**config.mk**
```make
export PLATFORM = sky130hd
export DESIGN_NAME = drum_column_node
export DESIGN_NICKNAME = d
export VERILOG_FILES = /design/src/rtl/drum_column_node.sv
export SDC_FILE = /design/constraint.sdc
export NUM_CORES = 2
export LEC_CHECK = 0
export ABC_AREA = 1
export BUFFER_PORTS_ARGS = -buffer_cell sky130_fd_sc_hd__buf_2
export CORE_MARGIN = 2
export CORE_UTILIZATION = 40
export CTS_CLUSTER_SIZE = 14
export DETAILED_ROUTE_END_ITERATION = 6
export PLACE_DENSITY_LB_ADDON = 0.12
export SKIP_LAST_GASP = 1
export SYNTH_ARGS = -nofsm -noshare
export SYNTH_HDL_FRONTEND = slang
export SYNTH_SLANG_ARGS = --single-unit
```
**constraint.sdc**
```tcl
create_clock -name clk -period 3.8 [get_ports clk]
set_input_delay 0.38 -clock clk [delete_from_list [all_inputs] [get_ports clk]]
set_output_delay 0.38 -clock clk [all_outputs]
set_load 0.02 [all_outputs]
```
**src/rtl/drum_column_node.sv**
```systemverilog
`default_nettype none
// ============================================================================
// Module   : drum_column_node
// Purpose  : One column of the drum mesh. Keeps u(t) and u(t-1) for ROWS
//            nodes in two registered-read RAM banks. On each start it walks
//            the column row by row. For each row it presents
//            center/up/down/prev to the external combinational solver and
//            writes the solver result back.
// Ports    : clk, reset_n (async, active low)
//            start / busy / step_done        step handshake
//            init_we / init_addr / init_data write both banks while idle
//            u_center/u_up/u_down/u_prev     stencil values to the solver
//            u_next                          solver result for current row
//            row                             current row index
//            probe_out (DRUM_PROBE_EN only)  solver result at PROBE_ROW
// Options  : `define DRUM_PROBE_EN adds parameter PROBE_ROW and probe_out.
// Revision : 1.0 - initial release
// ============================================================================
module drum_column_node #(
  parameter int ROWS   = 30,
  parameter int ADDR_W = 10
`ifdef DRUM_PROBE_EN
  , parameter int PROBE_ROW = ROWS / 2
`endif
) (
  input  logic              clk,
  input  logic              reset_n,
  input  logic              start,
  output logic              busy,
  output logic              step_done,
  input  logic              init_we,
  input  logic [ADDR_W-1:0] init_addr,
  input  logic [17:0]       init_data,
  output logic [17:0]       u_center,
  output logic [17:0]       u_up,
  output logic [17:0]       u_down,
  output logic [17:0]       u_prev,
  input  logic [17:0]       u_next,
  output logic [ADDR_W-1:0] row
`ifdef DRUM_PROBE_EN
  , output logic [17:0]     probe_out
`endif
);

  typedef enum logic [2:0] {
    S_IDLE, S_PRIME0, S_PRIME1, S_PRIME2, S_CALC, S_WR, S_LOAD
  } state_t;

  // One extra bit so that row+2 cannot wrap when ROWS is near 2^ADDR_W.
  localparam logic [ADDR_W:0]   C_ROWS_X   = (ADDR_W+1)'(ROWS);
  localparam logic [ADDR_W-1:0] C_LAST_ROW = ADDR_W'(ROWS - 1);

  state_t            state_q, state_d;
  logic              busy_q, busy_d, done_q, done_d;
  logic [17:0]       center_q, center_d, up_q, up_d, down_q, down_d;
  logic [17:0]       prev_q, prev_d, unext_q, unext_d;
  logic [ADDR_W-1:0] row_q, row_d;
  logic [ADDR_W:0]   row_p1, row_p2;

  logic [17:0]       curr_mem [ROWS];
  logic [17:0]       prev_mem [ROWS];
  logic [17:0]       curr_rd_q, prev_rd_q;
  logic              curr_we, prev_we;
  logic [ADDR_W-1:0] curr_waddr, prev_waddr, curr_raddr, prev_raddr;
  logic [17:0]       curr_wdata, prev_wdata;

`ifdef DRUM_PROBE_EN
  localparam logic [ADDR_W-1:0] C_PROBE_ROW = ADDR_W'(PROBE_ROW);
  logic [17:0] probe_q, probe_d;
  assign probe_out = probe_q;
`endif

  assign row_p1 = {1'b0, row_q} + (ADDR_W+1)'(1);
  assign row_p2 = {1'b0, row_q} + (ADDR_W+1)'(2);

  // Memory banks: registered read, independent write, no reset (RAM blocks).
  always_ff @(posedge clk) begin
    if (curr_we) curr_mem[curr_waddr] <= curr_wdata;
    if (prev_we) prev_mem[prev_waddr] <= prev_wdata;
    curr_rd_q <= curr_mem[curr_raddr];
    prev_rd_q <= prev_mem[prev_raddr];
  end

  always_comb begin
    state_d    = state_q;
    busy_d     = busy_q;
    done_d     = 1'b0;
    center_d   = center_q;
    up_d       = up_q;
    down_d     = down_q;
    prev_d     = prev_q;
    unext_d    = unext_q;
    row_d      = row_q;
    curr_we    = 1'b0;
    prev_we    = 1'b0;
    curr_waddr = row_q;
    prev_waddr = row_q;
    curr_wdata = unext_q;
    prev_wdata = center_q;
    curr_raddr = '0;
    prev_raddr = '0;
`ifdef DRUM_PROBE_EN
    probe_d    = probe_q;
`endif
    case (state_q)
      S_IDLE: begin
        // Out-of-range init addresses are dropped rather than aliased.
        if (init_we && ({1'b0, init_addr} < C_ROWS_X)) begin
          curr_we    = 1'b1;
          prev_we    = 1'b1;
          curr_waddr = init_addr;
          prev_waddr = init_addr;
          curr_wdata = init_data;
          prev_wdata = init_data;
        end
        if (start) begin
          state_d = S_PRIME0;
          busy_d  = 1'b1;
        end
      end
      S_PRIME0: state_d = S_PRIME1;   // both banks read row 0
      S_PRIME1: begin
        center_d   = curr_rd_q;
        prev_d     = prev_rd_q;
        down_d     = '0;
        curr_raddr = ADDR_W'(1);
        state_d    = S_PRIME2;
      end
      S_PRIME2: begin
        up_d    = curr_rd_q;
        row_d   = '0;
        state_d = S_CALC;
      end
      S_CALC: begin
        unext_d = u_next;
        state_d = S_WR;
      end
      S_WR: begin
        curr_we  = 1'b1;
        prev_we  = 1'b1;
        down_d   = center_q;
        center_d = up_q;
        // Reads past the last row are parked at 0; the data is discarded.
        if (row_p2 < C_ROWS_X) curr_raddr = row_p2[ADDR_W-1:0];
        if (row_p1 < C_ROWS_X) prev_raddr = row_p1[ADDR_W-1:0];
`ifdef DRUM_PROBE_EN
        if (row_q == C_PROBE_ROW) probe_d = unext_q;
`endif
        if (row_q == C_LAST_ROW) begin
          state_d = S_IDLE;
          busy_d  = 1'b0;
          done_d  = 1'b1;
        end else begin
          state_d = S_LOAD;
        end
      end
      S_LOAD: begin
        up_d    = (row_p2 < C_ROWS_X) ? curr_rd_q : '0;
        prev_d  = prev_rd_q;
        row_d   = row_q + ADDR_W'(1);
        state_d = S_CALC;
      end
      default: state_d = S_IDLE;
    endcase
  end

  always_ff @(posedge clk or negedge reset_n) begin
    if (!reset_n) begin
      state_q  <= S_IDLE;
      busy_q   <= 1'b0;
      done_q   <= 1'b0;
      center_q <= '0;
      up_q     <= '0;
      down_q   <= '0;
      prev_q   <= '0;
      unext_q  <= '0;
      row_q    <= '0;
`ifdef DRUM_PROBE_EN
      probe_q  <= '0;
`endif
    end else begin
      state_q  <= state_d;
      busy_q   <= busy_d;
      done_q   <= done_d;
      center_q <= center_d;
      up_q     <= up_d;
      down_q   <= down_d;
      prev_q   <= prev_d;
      unext_q  <= unext_d;
      row_q    <= row_d;
`ifdef DRUM_PROBE_EN
      probe_q  <= probe_d;
`endif
    end
  end

  assign busy      = busy_q;
  assign step_done = done_q;
  assign u_center  = center_q;
  assign u_up      = up_q;
  assign u_down    = down_q;
  assign u_prev    = prev_q;
  assign row       = row_q;

endmodule
`default_nettype wire

```
# ---- After elaboration in Yosys (flattened, before gate mapping)
# Memories as Yosys holds them, arrays and structs flattened. A register that Yosys moved wholly into a read port is not among the register bits.
# Index checks and enable logic that the tools add are counted.
dict set report word_totals {
  ramBits 1080
  word_cells 61
  output_inout_bits 84
  in_bits 50
  n_memories 2
  ff_bits 105
}
# memory words word_bits read_ports rd_ports_with_merged_regs write_ports line
set mem_list {}
lappend mem_list {curr_mem 30 18 1 1 1 60} ;# logic [17:0] curr_mem [ROWS];
lappend mem_list {prev_mem 30 18 1 1 1 61} ;# logic [17:0] prev_mem [ROWS];
dict set report classes {
  add_sub_neg 3
  eq_ne 9
  reduce_logical 8
  muxes 27
  order_cmp 3
}
# op n
set ops {}
lappend ops {{$pmux 18 s2} 3}
lappend ops {{$mux 18} 5}
lappend ops {{$mux 5} 5}
lappend ops {{$lt 11x5->1 const B} 2}
lappend ops {{$pmux 10 s2} 1}
lappend ops {{$pmux 3 s6} 1}
lappend ops {{$add 10x1->11 const B} 1}
lappend ops {{$add 10x2->11 const B} 1}
lappend ops {{$add 10x1->10 const B} 1}
lappend ops {{$eq 10x5->1 const B} 1}
lappend ops {{$lt 10x5->1 const B} 1}
lappend ops {{$pmux 5 s2} 1}
lappend ops {{$eq 3x3->1 const B} 3}
lappend ops {{$mux 1} 7}
lappend ops {{$eq 3x2->1 const B} 2}
lappend ops {{$mux 3} 2}
lappend ops {{$reduce_bool 2->1} 3}
lappend ops {{$ne 2x2->1 const B} 2}
lappend ops {{$pmux 1 s2} 2}
lappend ops {{$reduce_or 2->1} 2}
lappend ops {{$eq 3x1->1 const B} 1}
lappend ops {{$logic_not 3->1} 1}
lappend ops {{$reduce_and 3->1} 1}
lappend ops {{$logic_and 1x1->1} 1}

# ---- Longest topological paths before layout
dict set report logic_depth {
  word_depth 6
  ltp_mapped 20
  depth_no_buf 17
}

# ---- Worst setup path before layout
# No wires, ideal clock.
dict set report synth_path {
  path_type {flip-flop to flip-flop}
  from {register state_q[1]}
  to {memory curr_mem[0][0], enable pin}
  synth_period_minus_slack_ns 3.689
  setup_time_ns 0.429
  path_slack_ns 0.111
  stages_incl_launch_ff 10
  required_ns 3.371
  n_path_buf 2
  arrival_ns 3.259
  cell_sequence {dfrtp_1 -> nor2_1 -> nand2_1 -> nor4_1 -> nand2_1 -> clkbuf_1 -> clkbuf_1 -> nand2_1 -> nand3_1 -> nor2_1}
}
dict set report synth_via {
  elab_chain_len 4
  word_cells_on_any_way 6
  classes_between {eq/ne: 1; mux: 4; reduce/logical: 1}
}
# item line
set synth_lines {}
lappend synth_lines {{start, declared} 53} ;# state_t state_q, state_d;
lappend synth_lines {{start signal, assigned} 182} ;# state_q <= state_d;
lappend synth_lines {{$eq 3x3->1 or $logic_not 3->1 (tied branches)} 105} ;# case (state_q)
lappend synth_lines {{$pmux 1 s2} 105}
lappend synth_lines {{$mux 1} 78} ;# if (curr_we) curr_mem[curr_waddr] <= curr_wdata;
lappend synth_lines {{$mux 1 (not written as such)} 78}
lappend synth_lines {{end, declared} 60}
# Several ways; a longest one is shown, not always the timed one.

# ---- Worst setup path in the final report
dict set report layout_path {
  from {register row_q[2] (netlist: row[2])}
  to {register curr_rd_q[14], read port of curr_mem}
}
dict set report layout_via {
  elab_chain_len 4
}
# item line
set layout_lines {}
lappend layout_lines {{start, declared} 57} ;# logic [ADDR_W-1:0] row_q, row_d;
lappend layout_lines {{start signal, assigned} 190} ;# row_q <= row_d;
lappend layout_lines {{$add 10x2->11 *} 74} ;# assign row_p2 = {1'b0, row_q} + (ADDR_W+1)'(2);
lappend layout_lines {{$lt 11x5->1} 144} ;# if (row_p2 < C_ROWS_X) curr_raddr = row_p2[ADDR_W-1:0];
lappend layout_lines {{$mux 5 *} 144}
lappend layout_lines {{$pmux 5 s2 *} 105}
lappend layout_lines {{end, declared} 62} ;# logic [17:0] curr_rd_q, prev_rd_q;
# Every way passes the cells marked *; elsewhere a longest branch is shown, timed or not.
# A chain may end at the register's enable or synchronous reset.

==> flow_metrics.py <==
metrics = {
    "timing": {
        "worst_pin_slew_ps": 1341,
        "timing.final.crit_period_ps": 3561,
        "fmax_mhz": 280.8,
        "tns_ps": 0,
        "min_period_over_period_pct": 93.71,
        "slew_headroom_pct": 10.60,
        "drv_slew": 0,
        "skew_ps": 29.24,
        "hold_viol_final": 0,
        "setup_viol": 0,
        "rsz0062_at_grt": "false",
    },
    "critical_path": {
        "cp.arrival_ps": 4240,
        "worstSetupPathType": "flop to flop",
        "crit_required_ps": 4480,
        "worst_setup_path_end_kind": "flop",
        "worstPathMaxFanout": 54,
        "worst_setup_path_start_kind": "flop",
    },
    "synthesis": {
        "netlist_instances": 5107,
        "avgSynthCellArea_um2": 10.47,
        "ys_top_cells_by_count": "nand3_1 (1085), edfxtp_1 (1080), nand2_1 (994)",
        "synth_edf_count": 1080,
        "synth_top_area_cell": "edfxtp_1",
        "synth.most_common_cell": "nand3_1",
        "synth_nets": 5162,
        "synth_seq_area_share_pct": 66.94,
        "ys_warn_count": 0,
        "synthesis.area_um2": 53450,
        "async_flop_share_pct": 8.600,
        "synth_area_leaders": "edfxtp_1 (61%), nand3_1 (10%), nand2_1 (7.0%)",
        "synth_flop_cell": "edfxtp_1",
        "yosysTopAreaCellShare_pct": 60.67,
        "synth-seq-cells": 1221,
        "synth.distinct_cells": 35,
    },
    "floorplan": {
        "ioPinCount": 134,
        "die_h_um": 369.6,
        "initial_utilization_pct": 40.15,
        "rows": 134,
        "core_area_um2": 133100,
        "dieArea_um2": 136600,
        "die_w_um": 369.6,
    },
    "global_routing": {
        "grt_busiest_layer": "met2",
        "grt_pass1_wl_um": 243900,
        "overflow": 0,
        "grt_max_degree": 128,
        "grt_use_met3_pct": 2.988,
        "grt_pass1_vias": 36420,
        "antenna_found_initial": 0,
        "grt_usage_pct": 23.91,
        "grt_util_met2_pct": 40.01,
        "use_met1_pct": 32.15,
    },
    "route": {
        "vias": 37230,
        "drc": 0,
        "drt_first_pass_iters": 6,
        "drtAntennaViolNets": 0,
        "routed_wl_um": 163700,
        "drt_first_iter_violations": 3303,
        "wire_per_inst_um": 22.98,
        "vias_per_cell": 5.226,
    },
    "cts": {
        "clk_latency_ps": 760,
        "cts_htree_levels": 4,
        "cts_tree": "done",
        "post-cts-setup-buffers": 0,
        "clockBufferDepth": 3,
        "path_clk_slew_ps": 60,
        "cts_made_buffers": 135,
        "cts.sinks": 1221,
        "root_buffer": "clkbuf_16",
    },
    "power": {
        "power.leakage_nw": 25.74,
        "max-vdd-ir-drop_v": 0.0004644,
        "pwr_density_cell_nw_per_um2": 676.9,
    },
    "layout": {
        "fin_cells": 7124,
        "layout-drive-gt1-share_pct": 11.13,
        "nets": 5311,
        "diodes": 0,
        "area_growth_pct": 15.29,
    },
    "place": {
        "gp_congestion": 0.8321,
        "post-dp-hpwl_um": 91500,
        "numPortBuffers": 133,
        "dp_cells": 6867,
    },
    "worst_hold_path": {
        "hold_class": "input port to async pin",
    },
    "status": {
        "status": "complete, no violations",
    },
    "job": {
        "maxCapViolCount": 0,
    },
}
==> per-layer routing <==
metal  up-vias  routed length [um]
met5         -                   0
met4         0                5050
met3       259                7453
met2      1035               80560
met1     18360               70620
li1      17570                   -
==> cell families after synthesis <==
| group | synth area share, % |
|---|---|
| multiplexers | 0.7584 |
| AO/OA/AOI/OAI | 1.793 |
| buffers and inverters | 8.920 |
| flip-flops | 66.94 |
| AND/OR/NAND/NOR | 21.44 |
| XOR/XNOR | 0.03278 |
| adder cells (fa/ha/maj) | 0.1170 |
==> where the power goes <==
part | internal, W | total, W | leakage (nW) | switching, W
Clock | 0.00724 | 0.0125 | 2.00 | 0.00525
Combinational | 0.00314 | 0.0114 | 12.4 | 0.00821
Sequential | 0.0172 | 0.0179 | 11.3 | 0.000640
Total | 0.0276 | 0.0417 | 25.7 | 0.0141
==> worst max-delay path: stages (launching register included) <==
cell	delay (ps)
dfrtp_1	390
buf_4	180
ha_1	250
or2_1	240
nand3_1	90
inv_1	40
nand2_1	60
nand2_1	50
nor2_1	190
nand3_2	220
nor2_4	210
clkinv_2	400
buf_12	380
nand3_1	150
nand3_1	100
nand2_1	140
nand2_1	140
nand2_1	180
==> state kept, by name, indices dropped and copies added, names as in the netlist, 10 cells and up <==
signal	flops
curr_mem	540
prev_mem	540
curr_rd_q	18
prev_rd_q	18
u_center	18
u_down	18
u_prev	18
u_up	18
unext_q	18
row	10
==> stage by stage <==
step	util (%)	hold WS (ps)	worst slack, ps	instance area [um^2]	total power [W]
6_report	46.29	243.3	238.8	61630	0.04172
4_1_cts	46.29	206.3	172.3	61620	0.04212
3_3_place_gp	43.04	465.1	233.7	57300	0.02957
3_5_place_dp	43.04	458.1	199.2	57300	0.02959
5_1_grt	46.29	299.8	44.21	61630	0.04358
2_1_floorplan	-	84.41	111.2	53450	0.02454
==> worst paths after layout <==
kind	from	endpoint	slack [ps]	cells after the start
worst max-delay path	row[2]	curr_rd_q[14]	240	17
worst min-delay path	reset_n	u_prev[14]	240	2
worst max register to register	row[2]	curr_rd_q[14]	240	17
worst min register to register	curr_rd_q[10]	u_up[10]	490	2
max in group asynchronous	reset_n	u_center[6]	2570	3
min in group clk	init_data[5]	prev_mem[24][5]	330	4
==> placed cells by master, fill, tap and decap left out, types with 29 or more instances in the layout <==
cell type / netlist / final
dfxtp_1: 36 / 36
o211ai_1: 36 / 36
nand3b_1: 61 / 61
nor2_1: 75 / 44
buf_4: 8 / 131
inv_1: 882 / 881
edfxtp_1: 1080 / 1080
a21oi_1: 36 / 36
buf_12: 0 / 52
nand4_1: 223 / 223
nor2_4: 2 / 35
clkinv_1: 4 / 29
dfrtp_1: 105 / 104
clkbuf_16: 0 / 141
mux2_2: 36 / 36
buf_2: 129 / 132
nand2_1: 994 / 993
nand3_1: 1085 / 1085
clkbuf_1: 154 / 45
==> repair_timing <==
item                                    CTS  global route
endpoints found under the setup margin    0             4
gates resized for setup                   0             2
hold endpoints to repair                 71             0
hold buffers                             20             0
==> cell type report <==
class	count	area (um^2)
multi-input combinational	2667	13250
timing repair buffer	335	2885
clock inverter	44	326.6
tap	1768	2212
sequential	1221	35780
inverter	896	3382
fill	12520	71500
clock buffer	193	3794
(Power assumes the default switching activity.)
